## src/rtl/hbus_rx_pkg.sv

```systemverilog
// Shared types and helpers for the HyperBus receive word packer.
package hbus_rx_pkg;

    typedef logic [15:0] hbus_word_t;
    typedef logic [7:0]  hbus_byte_t;

    // Widest deserialiser factor supported; dq_par is widened to this before lane picking.
    localparam int HBUS_MAX_SAMPLES = 4;
    localparam int HBUS_DQ_MAX_W    = 8 * HBUS_MAX_SAMPLES;

    // Gathers the eight lane bits belonging to one sample slot into a byte.
    function automatic hbus_byte_t lane_byte(input logic [HBUS_DQ_MAX_W-1:0] dq,
                                             input int samples,
                                             input int s);
        hbus_byte_t b;
        b = '0;
        for (int l = 0; l < 8; l++) begin
            b[l] = dq[l * samples + s];
        end
        return b;
    endfunction

    // Only these deserialiser ratios are supported by the packing logic.
    function automatic bit samples_legal(input int samples);
        return (samples == 2) || (samples == 4);
    endfunction

endpackage

```

## src/rtl/hbus_rx_fifo.sv

```systemverilog
// Show-ahead synchronous FIFO: the head entry is always visible on rd_data.
// An extra pointer bit separates the full and empty cases.
module hbus_rx_fifo #(
    parameter int WIDTH = 16,
    parameter int DEPTH = 8
) (
    input  logic                     clk,
    input  logic                     RST,
    input  logic                     wr_en,
    input  logic [WIDTH-1:0]         wr_data,
    output logic                     full,
    input  logic                     rd_en,
    output logic [WIDTH-1:0]         rd_data,
    output logic                     empty,
    output logic [$clog2(DEPTH):0]   level
);

    localparam int AW = $clog2(DEPTH);

    if ((DEPTH < 2) || ((DEPTH & (DEPTH - 1)) != 0)) begin : gBadDepth
        $error("hbus_rx_fifo: DEPTH must be a power of two and at least 2");
    end

    logic [WIDTH-1:0] mem [DEPTH];
    logic [AW:0]      wrPtr_q;
    logic [AW:0]      rdPtr_q;
    logic             doRead;
    logic             doWrite;

    assign level   = wrPtr_q - rdPtr_q;
    assign empty   = (wrPtr_q == rdPtr_q);
    assign full    = (level == (AW + 1)'(DEPTH));
    assign doRead  = rd_en && !empty;
    assign doWrite = wr_en && (!full || doRead);
    assign rd_data = empty ? '0 : mem[rdPtr_q[AW-1:0]];

    // Pointer bookkeeping; a full FIFO still takes a write when the head leaves in the same cycle.
    always_ff @(posedge clk or posedge RST) begin
        if (RST) begin
            wrPtr_q <= '0;
            rdPtr_q <= '0;
        end else begin
            if (doWrite) wrPtr_q <= wrPtr_q + 1'b1;
            if (doRead)  rdPtr_q <= rdPtr_q + 1'b1;
        end
    end

    // Storage needs no reset: rd_data is masked while the FIFO is empty.
    always_ff @(posedge clk) begin
        if (doWrite) mem[wrPtr_q[AW-1:0]] <= wr_data;
    end

endmodule

```

## src/rtl/hbus_rx_word_packer.sv

```systemverilog
// Extracts DQ bytes at RWDS transitions from the deserialiser outputs,
// packs them big-endian into 16-bit words and queues them for the read path.
module hbus_rx_word_packer
    import hbus_rx_pkg::*;
#(
    parameter int SAMPLES    = 4,
    parameter int FIFO_DEPTH = 8
) (
    input  logic                          clk,
    input  logic                          RST,
    input  logic                          rx_en,
    input  logic                          clr_err,
    input  logic [8*SAMPLES-1:0]          dq_par,
    input  logic [SAMPLES-1:0]            rwds_par,
    output logic [15:0]                   rd_data,
    output logic                          rd_valid,
    input  logic                          rd_ready,
    output logic [$clog2(FIFO_DEPTH):0]   level,
    output logic                          overflow,
    output logic                          spacing_err
);

    if (!samples_legal(SAMPLES)) begin : gBadSamples
        $error("hbus_rx_word_packer: SAMPLES must be 2 or 4");
    end

    logic [HBUS_DQ_MAX_W-1:0] dqWide;
    logic       hist_q, hist_d;
    logic       lastTog_q, lastTog_d;
    logic       pend_q, pend_d;
    hbus_byte_t heldByte_q, heldByte_d;
    logic       overflow_q, spacingErr_q;

    logic       prevBit, prevTog, tog;
    hbus_byte_t curByte;
    logic       wordValid, extraWord, spacingSet;
    hbus_word_t wordData;

    logic       fifoFull, fifoEmpty, popEn, overflowSet;

    assign dqWide = HBUS_DQ_MAX_W'(dq_par);

    // Walk samples oldest to newest, flag RWDS edges and pair up the bytes found there.
    always_comb begin
        hist_d     = hist_q;
        lastTog_d  = lastTog_q;
        pend_d     = pend_q;
        heldByte_d = heldByte_q;
        wordValid  = 1'b0;
        wordData   = '0;
        extraWord  = 1'b0;
        spacingSet = 1'b0;
        prevBit    = hist_q;
        prevTog    = lastTog_q;
        tog        = 1'b0;
        curByte    = '0;
        if (rx_en) begin
            for (int s = SAMPLES - 1; s >= 0; s--) begin
                tog = rwds_par[s] ^ prevBit;
                if (tog && prevTog) spacingSet = 1'b1;
                if (tog) begin
                    curByte = lane_byte(dqWide, SAMPLES, s);
                    if (!pend_d) begin
                        heldByte_d = curByte;
                        pend_d     = 1'b1;
                    end else begin
                        pend_d = 1'b0;
                        if (!wordValid) begin
                            wordValid = 1'b1;
                            wordData  = {heldByte_d, curByte};
                        end else begin
                            extraWord = 1'b1;
                        end
                    end
                end
                prevBit = rwds_par[s];
                prevTog = tog;
            end
            hist_d    = rwds_par[0];
            lastTog_d = prevTog;
        end else begin
            pend_d    = 1'b0;
            hist_d    = 1'b0;
            lastTog_d = 1'b0;
        end
    end

    assign popEn       = rd_ready && !fifoEmpty;
    assign overflowSet = extraWord || (wordValid && fifoFull && !popEn);

    // Extraction state and sticky error flags; a set in the same cycle as a clear wins.
    always_ff @(posedge clk or posedge RST) begin
        if (RST) begin
            hist_q       <= 1'b0;
            lastTog_q    <= 1'b0;
            pend_q       <= 1'b0;
            heldByte_q   <= '0;
            overflow_q   <= 1'b0;
            spacingErr_q <= 1'b0;
        end else begin
            hist_q       <= hist_d;
            lastTog_q    <= lastTog_d;
            pend_q       <= pend_d;
            heldByte_q   <= heldByte_d;
            overflow_q   <= (overflow_q & ~clr_err) | overflowSet;
            spacingErr_q <= (spacingErr_q & ~clr_err) | spacingSet;
        end
    end

    hbus_rx_fifo #(
        .WIDTH (16),
        .DEPTH (FIFO_DEPTH)
    ) uFifo (
        .clk     (clk),
        .RST     (RST),
        .wr_en   (wordValid),
        .wr_data (wordData),
        .full    (fifoFull),
        .rd_en   (rd_ready),
        .rd_data (rd_data),
        .empty   (fifoEmpty),
        .level   (level)
    );

    assign rd_valid    = !fifoEmpty;
    assign overflow    = overflow_q;
    assign spacing_err = spacingErr_q;

endmodule

```

## config.mk

```make
export PLATFORM = sky130hd
export DESIGN_NAME = hbus_rx_word_packer
export DESIGN_NICKNAME = d
export VERILOG_FILES = /design/src/rtl/hbus_rx_pkg.sv /design/src/rtl/hbus_rx_fifo.sv /design/src/rtl/hbus_rx_word_packer.sv
export SDC_FILE = /design/constraint.sdc
export NUM_CORES = 1
export LEC_CHECK = 0
export ABC_AREA = 0
export CAP_MARGIN = 40
export CORE_MARGIN = 3
export CORE_UTILIZATION = 39
export DETAILED_ROUTE_END_ITERATION = 8
export PLACE_DENSITY = 0.63
export SYNTH_ARGS = -nofsm -noshare
export SYNTH_HDL_FRONTEND = slang
export SYNTH_HIERARCHICAL = 1
export SYNTH_SLANG_ARGS = --single-unit
```

## constraint.sdc

```tcl
create_clock -name clk -period 4.3 [get_ports clk]
set_clock_uncertainty 0.2 [all_clocks]
set_input_delay 0.86 -clock clk [delete_from_list [all_inputs] [get_ports clk]]
set_output_delay 0.86 -clock clk [all_outputs]
set_load 0.02 [all_outputs]
```

==> flow_metrics.tcl, run 1 <==
set metrics [dict create \
    status "finished, final reports clean" \
    min_from "uFifo/wrPtr_q[3]" \
    met1_usage 0.2377 \
    critPathTopFamily "buffers and inverters" \
    setup-violations-final 0 \
    met3_usage 0.04371 \
    grt_pass1_vias 5289 \
    antenna_found_initial 0 \
    ant_nets 0 \
    critPathMaxStageDelay_ns 0.72 \
    routedWlPerCell_um 20.38 \
    drv_slew 0 \
    firstDrtPassIters 6 \
    rsz0062_at_grt "no" \
    port_buffers 63 \
    vdd_drop_max_v 0.0002710 \
    synthArstFlopShare 0.1409 \
    htree_levels 4 \
    yosys_warnings 6 \
    synth_top_area_frac 0.5120 \
    synth_cell_type_count 66 \
    crit_chain "inv_1 > ha_1 > nand2_1 > nor3_2 > buf_4 > a21oi_1 > clkdlybuf4s50_1" \
    grt_overflow 0 \
    die_area_mm2 0.02095 \
    hold_class "reg -> reg" \
    fmax_mhz 251.0 \
    synth_nets 619 \
    cp_slowest_cell "dfrtp_1" \
    startpoint "uFifo/rdPtr_q[1]" \
    leakage_nw 3.308 \
    busiest_layer "met2" \
    core_region_area_mm2 0.01883 \
    met2_usage 0.3204 \
    p_total_mw 6.143 \
    first_iter_violations 366 \
    vias 5072 \
    start_util 0.3987 \
    hold_viol 0 \
    avgSynthCellArea_um2 13.15 \
    worstSetupPathType "reg -> out" \
    synth_edf_count 128 \
    wl_mm 18.83 \
    maxCapViolCount 0 \
    clk_latency_ns 0.41 \
    crit_path_start_kind "flip-flop" \
    power_density_mw_per_mm2 663.3 \
    cts.clk_slew.worst_paths_ns 0.05 \
    clock_sinks 149 \
    yosysSeqAreaShare 0.5820 \
    synth_ff_type "edfxtp_1" \
    n_antenna_cell 0 \
    netlist_area_mm2 0.007507 \
    post-route-min-period_ns 3.985 \
    gp_congestion 0.9143 \
    die_h_um 144.7 \
    cp.required_ns 3.24 \
    ctsHoldBuffers 0 \
    synth_top_area_cell "edfxtp_1" \
    period_share 0.9266 \
    final_core_util 0.4918 \
    grt_start_max_net_pins 37 \
    cts_tree "built" \
    path_max_fanout 17 \
    fin_nets 700 \
    grt_use_total 0.1886 \
    end_kind "output pin" \
    cts_setup_buffers 0 \
    cts_resized 0 \
    dpl.hpwl_mm 13.14 \
    arrival_ns 2.92 \
    cts_buffers 17 \
    drive_gt1_frac 0.1732 \
    tightest_slew_ns 0.7587 \
    ys_ff_latch 149 \
    drc 0 \
    grt_pass1_wl_mm 29.75 \
    die_width_um 144.7 \
    area_delta_synth_final_pct 23.37 \
    synth_cells 571 \
    cts_max_path_buffers 2 \
    path_buf_inv 3 \
    r2r_start "uFifo/wrPtr_q[0]" \
    cts_root_buffer "clkbuf_16" \
    viasPerCell 5.489 \
    rows 50 \
    num-fill-cells 1629 \
    synth.top_cells.by_area "edfxtp_1, mux4_2, dfrtp_1" \
    io_pins 64 \
    timing.slew.headroom 0.4942 \
]
[final timing paths]
| check | cells after the start | slack, ns | to |
|---|---|---|---|
| worst max-delay path | 7 | 0.32 | rd_data[14] |
| worst min-delay path | 1 | 0.31 | uFifo/wrPtr_q[3] |
| worst max register to register | 9 | 0.91 | uFifo/mem[1][2] |
| worst min register to register | 1 | 0.31 | uFifo/wrPtr_q[3] |
| max in group asynchronous | 2 | 2.87 | heldByte_q[6] |
| min in group asynchronous | 2 | 0.54 | uFifo/wrPtr_q[2] |
[state kept, by name, summed over array words and instances (netlist names)]
| name | cells |
|---|---|
| heldByte_q | 8 |
| hist_q | 1 |
| lastTog_q | 1 |
| overflow | 1 |
| pend_q | 1 |
| spacing_err | 1 |
| uFifo/mem | 128 |
| uFifo/rdPtr_q | 4 |
| uFifo/wrPtr_q | 4 |
[cells in the mapped netlist, types with 13 or more instances]
cell type and count:
clkbuf_1 19, nand3_1 14, inv_1 29, nor2_1 22, mux4_2 32, nand2_1 60
o21ai_0 26, a21oi_1 28, o22ai_1 13, edfxtp_1 128, buf_2 13, mux2i_1 13
dfrtp_1 21
[where the power goes]
part           switching, mW  total, mW  internal (mW)  leakage [nW]
Clock                  0.545       1.45          0.908         0.273
Combinational           1.46       2.67           1.21          1.60
Sequential             0.166       2.02           1.86          1.43
[layout by cell type, fill, tap and decap left out, types with 4 or more instances in the layout]
| cell | n |
|---|---|
| a211o_1 | 4 |
| a211oi_1 | 11 |
| a21oi_1 | 28 |
| a221o_1 | 5 |
| a222oi_1 | 4 |
| a31oi_1 | 4 |
| and3b_1 | 4 |
| buf_12 | 8 |
| buf_4 | 28 |
| clkbuf_16 | 17 |
| clkdlybuf4s50_1 | 63 |
| clkinvlp_4 | 4 |
| dfrtp_1 | 20 |
| edfxtp_1 | 128 |
| ha_1 | 6 |
| inv_1 | 29 |
| mux2i_1 | 13 |
| mux4_2 | 32 |
| nand2_1 | 60 |
| nand2b_1 | 12 |
| nand3_1 | 14 |
| nor2_1 | 22 |
| nor2b_1 | 8 |
| nor3b_1 | 6 |
| o21ai_0 | 26 |
| o21ai_1 | 4 |
| o22ai_1 | 13 |
| o311a_1 | 5 |
| or3_1 | 6 |
| xnor2_1 | 5 |
| xor2_1 | 5 |
[worst reg2reg max path, stage by stage, from the launching register on]
cell	delay, ns
dfrtp_1	0.53
inv_1	0.12
ha_1	0.25
fa_1	0.45
xnor2_1	0.17
or3_4	0.37
o41ai_4	0.49
nand2b_1	0.26
nor2_1	0.07
buf_4	0.22
[kinds of logic after synthesis]
group / synth area share
AO/OA/AOI/OAI: 0.1320
XOR/XNOR: 0.01600
adder cells (fa/ha/maj): 0.01267
buffers and inverters: 0.04066
flip-flops: 0.5820
multiplexers: 0.1172
AND/OR/NAND/NOR: 0.09950
[layer usage]
metal / up-vias / wire (um)
met4: 0 / 419
met5: - / 0
met2: 167 / 9595
li1: 2371 / -
met1: 2498 / 7888
met3: 36 / 924
[per-stage QoR]
stage | hold slack, ns | setup slack [ns] | setup TNS, ns | cells | instance area [um^2]
after floorplan | 0.2604 | -0.1247 | -4.170 | 571 | 7528
after global placement | 0.2812 | 0.1134 | 0 | 892 | 8668
after detailed placement | 0.2835 | 0.05819 | 0 | 893 | 8673
after CTS | 0.3000 | 0.2810 | 0 | 924 | 9261
after global routing | 0.3065 | 0.1560 | 0 | 924 | 9261
final | 0.3060 | 0.3155 | 0 | 924 | 9261
[layout make-up]
| type | instances | area (um^2) | share of cell area |
|---|---|---|---|
| well taps | 260 | 325.3 | 0.03513 |
| repair buffers | 100 | 1006 | 0.1086 |
| clock inverters | 12 | 155.1 | 0.01675 |
| flip-flops and latches | 149 | 4370 | 0.4719 |
| multi-input cells | 354 | 2859 | 0.3087 |
| clock buffers | 19 | 432.9 | 0.04674 |
| inverters | 30 | 112.6 | 0.01216 |
No activity file was read; power rests on OpenSTA's default activity.
==> inputs of run 2 (changes only) <==
--- a/config.mk
+++ b/config.mk
@@ -7,7 +7,7 @@
 export LEC_CHECK = 0
 export ABC_AREA = 0
 export CAP_MARGIN = 40
-export CORE_MARGIN = 3
+export CORE_MARGIN = 10
 export CORE_UTILIZATION = 39
 export DETAILED_ROUTE_END_ITERATION = 8
 export PLACE_DENSITY = 0.63
==> flow_metrics.tcl, run 2 (synthesized netlist as in run 1, its figures left out) <==
set metrics [dict create \
    cts_buffers 17 \
    grt_start_max_net_pins 37 \
    gp_congestion 0.9115 \
    min_delay_path_depth 1 \
    dpl.hpwl_mm 13.43 \
    setup-violations-final 0 \
    maxCapViolCount 0 \
    port_buffers 63 \
    cts_tree "built" \
    min_from "uFifo/rdPtr_q[3]" \
    worst-r2r-setup-slack_ns 0.87 \
    cts_max_path_buffers 2 \
    final_cell_mix "edfxtp_1, clkdlybuf4s50_1, nand2_1" \
    grt_pass1_vias 5332 \
    vdd_drop_max_v 0.0003367 \
    core_region_area_mm2 0.01883 \
    grt_use_total 0.1531 \
    whs_endpoint "uFifo/rdPtr_q[3]" \
    r2r_start "hist_q" \
    die_area_mm2 0.02520 \
    drc 0 \
    period_share 0.9022 \
    viasPerCell 5.542 \
    fmax_mhz 257.8 \
    post-route-min-period_ns 3.880 \
    first_iter_violations 485 \
    tightest_slew_ns 0.7768 \
    die_width_um 158.7 \
    clk_latency_ns 0.41 \
    antenna_found_initial 0 \
    worst_slack_ns 0.4204 \
    arrival_ns 2.82 \
    critPathMaxStageDelay_ns 0.68 \
    ant_nets 0 \
    fin_nets 699 \
    vias 5121 \
    dp_slack_ns 0.01904 \
    clock_sinks 149 \
    cp_common_cell "buf_4" \
    htree_levels 4 \
    cts_resized 0 \
    worstSetupPathType "reg -> out" \
    rsz0062_at_grt "no" \
    power_density_mw_per_mm2 668.2 \
    leakage_nw 3.321 \
    timing.slew.headroom 0.4821 \
    wl_mm 19.13 \
    hold_viol 0 \
    cts_setup_buffers 0 \
    firstDrtPassIters 5 \
    drive_gt1_frac 0.1777 \
    num-fill-cells 1636 \
    grt_pass1_wl_mm 30.58 \
    path_max_fanout 19 \
    whs_ns 0.2882 \
    largest_reg_flops 128 \
    grt_overflow 0 \
    drv_slew 0 \
    r2r-end "uFifo/mem[2][2]" \
    area_delta_synth_final_pct 23.72 \
    ctsHoldBuffers 0 \
    final_common_cell "edfxtp_1" \
    n_antenna_cell 0 \
    rr_worst_depth 8 \
    status "finished, final reports clean" \
    hold_class "reg -> reg" \
    start_util 0.3987 \
    cp_slowest_cell "clkdlybuf4s50_1" \
    crit_chain "buf_4 > inv_1 > ha_1 > nand2_1 > nor3_2 > buf_4 > a21oi_1 > clkdlybuf4s50_1" \
    cts_root_buffer "clkbuf_16" \
    cp.required_ns 3.24 \
    final_cells 924 \
    rows 50 \
    io_pins 64 \
    end_kind "output pin" \
    cts.clk_slew.worst_paths_ns 0.06 \
    p_total_mw 6.206 \
    crit_path_start_kind "flip-flop" \
    die_h_um 158.7 \
    routedWlPerCell_um 20.70 \
    dp_cells 892 \
]
-- run 2: worst max path at each step --
stage | cells after the start | slack, ns | start | endpoint
after floorplan | 13 | -0.12 | rwds_par[3] | uFifo/mem[6][0]
after global placement | 10 | 0.13 | rwds_par[3] | uFifo/mem[7][10]
after detailed placement | 9 | 0.02 | rwds_par[3] | uFifo/mem[5][4]
after CTS | 8 | 0.41 | uFifo/rdPtr_q[1] | rd_data[14]
after global routing | 9 | 0.19 | rwds_par[3] | uFifo/mem[5][5]
final | 8 | 0.42 | uFifo/rdPtr_q[1] | rd_data[3]
-- run 2: metal layers --
metal,GRT usage,wire [um]
met5,0,0
met4,0.05400,402
met2,0.2548,9548
met1,0.1861,8080
met3,0.04286,1097
-- run 2: stage by stage --
step	instance area [um^2]	TNS, ns	utilization
global placement	8661	0	0.4599
CTS	9288	0	0.4932
global route	9288	0	0.4932
floorplan	7528	-4.170	-
detailed placement	8666	0	0.4602
finish	9288	0	0.4932
-- run 2: report_power, final --
| group | switching, mW | leakage, nW | internal (mW) |
|---|---|---|---|
| clock network | 0.578 | 0.293 | 0.950 |
| logic | 1.49 | 1.59 | 1.21 |
| registers | 0.123 | 1.43 | 1.86 |
| total | 2.19 | 3.32 | 4.02 |
-- run 2: worst max-delay path: cells and delay by family (launching register included) --
kind / cells / cell delay [ns]
AO/OA/AOI/OAI: 1 / 0.31
adder cells (fa/ha/maj): 1 / 0.29
buffers and inverters: 4 / 1.29
flip-flops: 1 / 0.35
AND/OR/NAND/NOR: 2 / 0.15
-- run 2: cell type report --
class | count | area, um^2 | share of cell area
Clock buffer | 19 | 452.9 | 0.04877
Tap cell | 260 | 325.3 | 0.03503
Sequential cell | 149 | 4370 | 0.4706
Multi-Input combinational cell | 354 | 2859 | 0.3078
Inverter | 30 | 112.6 | 0.01212
Timing Repair Buffer | 99 | 998.5 | 0.1075
Clock inverter | 13 | 168.9 | 0.01819
==> inputs of run 3 (changes only) <==
==> constraint.sdc (replaced) <==
create_clock -name clk -period 3.3 [get_ports clk]
set_clock_uncertainty 0.2 [all_clocks]
set_input_delay 0.66 -clock clk [delete_from_list [all_inputs] [get_ports clk]]
set_output_delay 0.66 -clock clk [all_outputs]
set_load 0.02 [all_outputs]
==> flow_metrics.tcl, run 3 (synthesized netlist as in run 1, its figures left out) <==
set metrics [dict create \
    rows 50 \
    gp_congestion 0.8989 \
    met1_usage 0.2019 \
    cp.required_ns 3.20 \
    power_density_mw_per_mm2 848.2 \
    p_total_mw 8.450 \
    largest_reg_flops 128 \
    timing.slew.headroom 0.4795 \
    cts.clk_slew.worst_paths_ns 0.06 \
    post-route-min-period_ns 3.246 \
    dpl.hpwl_mm 14.16 \
    viasPerCell 5.565 \
    num-fill-cells 1555 \
    final_cells 974 \
    firstDrtPassIters 5 \
    met3_usage 0.03331 \
    ant_nets 0 \
    cts_max_path_buffers 2 \
    r2r-end "uFifo/mem[5][7]" \
    die_width_um 158.7 \
    port_buffers 63 \
    cts_buffers 17 \
    core_region_area_mm2 0.01883 \
    grt_pass1_wl_mm 33.01 \
    r2r_start "hist_q" \
    grt_overflow 0 \
    clock_sinks 149 \
    busiest_layer "met2" \
    min_delay_path_depth 1 \
    crit_path_start_kind "flip-flop" \
    min_from "uFifo/wrPtr_q[3]" \
    grt_start_max_net_pins 37 \
    routedWlPerCell_um 21.34 \
    arrival_ns 3.14 \
    grt_use_total 0.1643 \
    die_area_mm2 0.02520 \
    drc 0 \
    vdd_drop_max_v 0.0003933 \
    cts_tree "built" \
    ctsHoldBuffers 0 \
    drv_slew 0 \
    antenna_found_initial 0 \
    end_kind "flip-flop" \
    clk_latency_ns 0.41 \
    maxCapViolCount 0 \
    tightest_slew_ns 0.7808 \
    die_h_um 158.7 \
    io_pins 64 \
    area_delta_synth_final_pct 32.70 \
    rsz0062_at_grt "yes" \
    leakage_nw 3.710 \
    worstSetupPathType "reg -> reg" \
    drive_gt1_frac 0.2605 \
    path_max_fanout 9 \
    setup-violations-final 0 \
    whs_endpoint "uFifo/wrPtr_q[3]" \
    final_cell_mix "edfxtp_1, buf_4, nand2_1" \
    htree_levels 4 \
    start_util 0.3987 \
    fmax_mhz 308.1 \
    n_antenna_cell 0 \
    rr_worst_depth 9 \
    hold_class "reg -> reg" \
    final_common_cell "edfxtp_1" \
    cts_root_buffer "clkbuf_16" \
    worst-r2r-setup-slack_ns 0.05 \
    status "finished, final reports clean" \
    wl_mm 20.79 \
    grt_pass1_vias 5709 \
    fin_nets 749 \
    met2_usage 0.2856 \
    dp_cells 933 \
    first_iter_violations 505 \
    tns_ns 0 \
    period_share 0.9835 \
    hold_viol 0 \
    vias 5420 \
]
[run 3: changes by cell type in the layout (fill, tap and decap cells not counted), moves of 4 or more]
cell             before  now
nor2_4                0    4
nor2_1               22   17
dlymetal6s2s_1        0    4
dlygate4sd2_1         0   14
buf_4                27   69
clkdlybuf4s50_1      63   44
buf_12                8   14
[run 3: worst max path at each step]
stage,startpoint,end,slack [ns]
finish,hist_q,uFifo/mem[5][7],0.05
global route,hist_q,uFifo/mem[4][4],-0.15
CTS,rwds_par[3],uFifo/mem[4][4],0.001
detailed placement,rwds_par[3],uFifo/mem[3][9],-0.76
global placement,rwds_par[3],uFifo/mem[4][2],-0.61
floorplan,rwds_par[3],uFifo/mem[2][0],-0.39
[run 3: final cells by class]
class,instances,area [um^2],area share
clock buffer,20,436.7,0.04383
clock inverter,12,201.4,0.02022
inverter,30,112.6,0.01130
multi-input combinational,355,3040,0.3052
sequential,149,4372,0.4388
tap,260,325.3,0.03266
timing repair buffer,148,1474,0.1480
[run 3: routing by layer]
metal,wire length [um],vias to the layer above
met5,0,-
met4,323,0
met3,1102,23
met2,10790,196
met1,8576,2733
li1,-,2468
[run 3: worst max-delay path, stage by stage (launching register included)]
cell,delay [ns]
dfrtp_2,0.44
xnor2_4,0.19
inv_2,0.07
ha_4,0.22
buf_4,0.16
xnor2_4,0.21
or3_1,0.16
a21o_1,0.37
nand2_2,0.24
o22ai_1,0.66
[run 3: per-stage QoR]
step | cell area (um^2) | utilization | worst slack [ns] | hold slack (ns)
after CTS | 9861 | 0.5237 | 0.001408 | 0.2944
after global routing | 9962 | 0.5290 | -0.1489 | 0.3315
after detailed placement | 9160 | 0.4864 | -0.7569 | 0.2775
after global placement | 9160 | 0.4864 | -0.6115 | 0.2834
final | 9962 | 0.5290 | 0.05438 | 0.2923
after floorplan | 7666 | - | -0.3853 | 0.2604
[run 3: where the power goes]
part           switching [mW]  leakage [nW]  internal [mW]
clock network           0.737         0.305           1.34
registers               0.144          1.43           2.42
logic                    2.10          1.97           1.71
total                    2.98          3.71           5.47
[run 3: repair_timing]
| item | 4_1_cts | 5_1_grt |
|---|---|---|
| endpoints found under the setup margin | 245 | 100 |
| gates cloned | 2 | 1 |
| gates resized for setup | 21 | 12 |
| pin swaps | 0 | 7 |
| hold endpoints to repair | 0 | 0 |
| setup buffers | 0 | 6 |
